<file path="src/rtl/counter_ctrl.sv">
// ============================================================================
// Module      : counter_ctrl
// Description : Start/pause/load controlled up-counter with terminal-count
//               detection, one-shot or periodic operation and a done pulse.
// Revision    : 1.0 - initial release
// ============================================================================
`default_nettype none

module counter_ctrl #(
    parameter int WIDTH = 4
) (
    input  logic             clock,
    input  logic             clear,
    input  logic             start,
    input  logic             pause,
    input  logic             load_en,
    input  logic [WIDTH-1:0] load_val,
    input  logic [WIDTH-1:0] term,
    input  logic             mode,
    output logic [WIDTH-1:0] Q,
    output logic             busy,
    output logic             done,
    output logic [1:0]       state
);

    localparam logic [1:0] c_ST_IDLE   = 2'b00;
    localparam logic [1:0] c_ST_RUN    = 2'b01;
    localparam logic [1:0] c_ST_PAUSED = 2'b10;
    localparam logic [1:0] c_ST_DONE   = 2'b11;

    localparam logic [WIDTH-1:0] c_ONE = WIDTH'(1);

    logic [1:0]       state_q;
    logic [1:0]       state_d;
    logic [WIDTH-1:0] count_q;
    logic [WIDTH-1:0] count_d;
    logic             done_q;
    logic             done_d;

    logic             w_at_term;

    assign w_at_term = (count_q == term);

    always_comb begin
        state_d = state_q;
        count_d = count_q;
        done_d  = 1'b0;

        case (state_q)
            c_ST_IDLE: begin
                if (start) begin
                    count_d = '0;
                    state_d = c_ST_RUN;
                end else if (load_en) begin
                    count_d = load_val;
                end
            end

            c_ST_RUN: begin
                // pause outranks both the terminal check and the increment
                if (pause) begin
                    state_d = c_ST_PAUSED;
                end else if (w_at_term) begin
                    done_d = 1'b1;
                    if (mode) begin
                        count_d = '0;
                    end else begin
                        state_d = c_ST_DONE;
                    end
                end else begin
                    count_d = count_q + c_ONE;
                end
            end

            c_ST_PAUSED: begin
                if (pause) begin
                    state_d = c_ST_PAUSED;
                end else if (start) begin
                    state_d = c_ST_RUN;
                end else if (load_en) begin
                    count_d = load_val;
                end
            end

            c_ST_DONE: begin
                // Q keeps the terminal value when falling back to IDLE
                if (start) begin
                    count_d = '0;
                    state_d = c_ST_RUN;
                end else begin
                    state_d = c_ST_IDLE;
                end
            end

            default: begin
                state_d = c_ST_IDLE;
                count_d = '0;
            end
        endcase
    end

    always_ff @(posedge clock or posedge clear) begin
        if (clear) begin
            state_q <= c_ST_IDLE;
            count_q <= '0;
            done_q  <= 1'b0;
        end else begin
            state_q <= state_d;
            count_q <= count_d;
            done_q  <= done_d;
        end
    end

    assign Q     = count_q;
    assign done  = done_q;
    assign state = state_q;
    assign busy  = (state_q == c_ST_RUN) || (state_q == c_ST_PAUSED);

endmodule

`default_nettype wire

</file>
<file path="config.mk">
export PLATFORM = sky130hd
export DESIGN_NAME = counter_ctrl
export DESIGN_NICKNAME = d
export VERILOG_FILES = /design/src/rtl/counter_ctrl.sv
export SDC_FILE = /design/constraint.sdc
export NUM_CORES = 1
export LEC_CHECK = 0
export ABC_AREA = 1
export BUFFER_PORTS_ARGS = -buffer_cell sky130_fd_sc_hd__buf_2
export CORE_AREA = 2 2 39 41
export DETAILED_ROUTE_END_ITERATION = 7
export DIE_AREA = 0 0 41 43
export MAX_ROUTING_LAYER = met4
export PLACE_DENSITY_LB_ADDON = 0.12
export SYNTH_ARGS = -nofsm -noshare
export SYNTH_HDL_FRONTEND = slang
export SYNTH_SLANG_ARGS = --single-unit
</file>
<file path="constraint.sdc">
create_clock -name clock -period 3.2 [get_ports clock]
set_input_delay 0 -clock clock [delete_from_list [all_inputs] [get_ports clock]]
set_output_delay 0 -clock clock [all_outputs]
set_load 0.02 [all_outputs]
</file>
==> summary.txt <==
Drt
  • Routed WL per cell: a little under 10 um
  • Number of antenna-violating nets in the routed design: 0
  • Vias: 766
  • DRC Markers: 0
  • DR iter-0 viols: 31
  • Pre-antenna DRT Iters: 5
  • Routed vias/inst: about 5
  • WL final: 1503 um

Finish
  • Post-Route Utilization: 60.40%
  • Sequential cell area: 175.2 um^2
  • Inserted Diodes: 0
  • Number of fill cells in the layout: 144
  • Layout Nets: between 150 and 200
  • Area Growth Syn to Fin: 25.80%
  • Layout Cells excl Fill: 153
  • Multi-input gate area: 410.4 um^2
  • Ratio of cells with drive above 1 in the final layout: a little over a fifth

Synth
  • Sequential element share of the synthesized area: between 20% and 30%
  • Post-synth EDFFs: 0
  • Share of the synthesized area in the top cell type: 26.37%
  • Avg Cell Area, Syn: 6.040 um^2
  • Syn Inst Count: 110
  • Top cells by count, synth: 43 x nand2_1, 21 x inv_1, 9 x nand3_1, 9 x o21ai_0, 7 x dfrtp_1
  • Yosys warns: 0
  • Area contributors post-synth: dfrtp_1 26%, nand2_1 24%, inv_1 12%
  • Dominant cell by count in the synthesized netlist: nand2_1
  • Count of cell types in the netlist: 14
  • Ys flop type: dfrtp_1
  • Post-Synthesis Net Count: roughly 130
  • Area leader, netlist: dfrtp_1
  • Async S/R FF share, synth: 100.0%
  • FF+latch count, synth: 7
  • Post-Syn Area: 664.4 um^2

Placed design
  • Placed insts: roughly 150
  • GP Congestion: 0.7946
  • Hpwl dp: 1199 um
  • Port bufs: 21
  • Setup WS pre-CTS: 1.647 ns

Power and ir drop
  • Sequential power share: approximately a quarter
  • Combinational share of power: ~62%
  • Sw Pwr: approximately 320 uW
  • Leak: 0.5232 nW
  • PD cells: roughly 730 nW/um^2
  • VDD IR max: 0.4540 mV
  • Net Sw Frac: 51.64%
  • Int Pwr: 295.6 uW
  • Clock power share: 12.9%

Timing
  • Fin crit share: 49.20%
  • Hold_ws: between 0.1 and 0.15 ns
  • Max Clk Rate: 635.2 MHz
  • Setup TNS: 0 ns
  • Setup violators final: 0
  • Clk_skew: approximately 0.0042 ns
  • Max-slew headroom: about four fifths
  • Crit path time final: about 1.6 ns
  • Final Hold Viols: 0
  • Final WS setup: 1.626 ns
  • Measured slew at the worst slew-check pin: 0.3276 ns
  • Unrepaired setup endpoints after global routing: no
  • Max-slew violation count: 0

Clock network
  • Post_cts resized: 0
  • H-tree depth: 1
  • Clock-pin slew on the worst setup and hold paths: 0.05 ns
  • Cts bufs inserted: 3
  • CTS Root Cell: clkbuf_4
  • Postcts setup bufs: 0
  • CTS Sinks: 7
  • # hold bufs at CTS: 2
  • Max clock buf depth: 2
  • Clock Latency Late Sink: 0.25 ns
  • TritonCTS clock tree: built

Global route
  • Global-route wire length before repair: 2387 um
  • GRT busiest layer: met2
  • Initial antenna violation count: 0
  • Vias in the first global route: 626
  • Met1 usage: 23.51%
  • GRT overflow: 0
  • M3 GR Usage: 7.853%
  • Largest net degree at the start of global routing: 9
  • Met2 Resource Use GR: 33.13%
  • Total global routing track utilization: 20.25%

Floorplan
  • Starting Density: 48.01%
  • CORE AREA: 1384 um^2
  • Die area: approximately 1800 um^2
  • Die height: 43 um
  • FP Rows: 14
  • Die W: 41 um
  • I/O pin total: 22

Setup path
  • CP top delay family: compound AO/OA/AOI/OAI gates
  • Worst setup SP type: flip-flop
  • CP Launch Point: state[0]
  • Critical path depth in cells: 9
  • WP data required: roughly 3.4 ns
  • Crit path largest cell delay: 0.41 ns
  • Worst setup EP type: flip-flop
  • CP max-delay cell: dfrtp_1
  • Worst path cell trace: inv_1 -> ha_1 -> inv_1 -> a21oi_1 -> a21oi_1 -> inv_1 -> a21oi_1 -> nand2_1 -> nand2_1
  • Number of cells on the worst reg-to-reg path: 9
  • Worst Setup Path Type: reg -> reg
  • Reg2reg start: state[0]
  • R2R Path End: Q[1]
  • CP max FO: 5
  • R2R setup slack: 1.63 ns
  • CP endpoint: Q[1]
  • Critical path arrival: approximately 1.8 ns
  • Worst Path Buf+Inv: 3

Min path
  • Hold Path Depth: 4
  • Min-delay worst type: in -> reg

Job
  • Max-cap violations: 0

Outcome
  • Status: complete, no violations
[through the flow]
stage	area, um^2	total power, mW
2_1_floorplan	664.4	0.4328
3_3_place_gp	789.5	0.5307
3_5_place_dp	789.5	0.5286
4_1_cts	835.8	0.6137
5_1_grt	835.8	0.6764
6_report	835.8	0.6113
[metal layers]
metal / vias up / share of wire, %
met2: 31 / 49
li1: 393 / -
met1: 340 / 43
met5: - / 0
met3: 2 / 7.1
met4: 0 / 0.40
[power by group through the flow]
stage	Clock [mW]	Sequential, mW	Combinational [mW]
3_3_place_gp	0	0.154	0.377
4_1_cts	0.0817	0.154	0.378
2_1_floorplan	0	0.179	0.254
6_report	0.0787	0.155	0.378
5_1_grt	0.0861	0.159	0.431
3_5_place_dp	0	0.156	0.373
[worst min path at each step]
| stage | from | end |
|---|---|---|
| floorplan | clear | Q[0] |
| global placement | clear | state[1] |
| detailed placement | clear | done |
| CTS | start | state[1] |
| global route | start | state[1] |
| finish | start | state[1] |
[layout make-up]
class / count / area share [%]
clock buffer: 4 / 3.144
inverter: 21 / 9.431
timing repair buffer: 23 / 14.97
tap: 16 / 2.395
sequential: 7 / 20.96
multi-input combinational: 82 / 49.10
[cell families after synthesis]
group	share of synthesized area (%)
XOR/XNOR	1.319
AO/OA/AOI/OAI	12.80
buffers and inverters	11.87
AND/OR/NAND/NOR	38.23
flip-flops	26.37
adder cells (fa/ha/maj)	9.416
[layout by cell type, fill, tap and decap left out, drive strengths merged]
cell / synthesis / routed
a21oi: 5 / 5
buf: 0 / 21
clkbuf: 0 / 4
dfrtp: 7 / 7
dlygate4sd3: 0 / 2
ha: 5 / 5
inv: 21 / 21
nand2: 46 / 46
nand3: 10 / 10
nor2: 3 / 3
nor3: 1 / 1
o211ai: 2 / 2
o21ai: 9 / 9
xor2: 1 / 1
[registers in the layout, indices dropped and copies added, names as in the netlist]
register / flops
Q: 4
done: 1
state: 2
[tightest hold or removal path: cells and delay by family]
kind,cells,cell delay [ns]
compound gates,1,0.08
buf+inv,1,0.11
simple gates,2,0.11
Note: power is estimated with default switching activity, not from simulation.
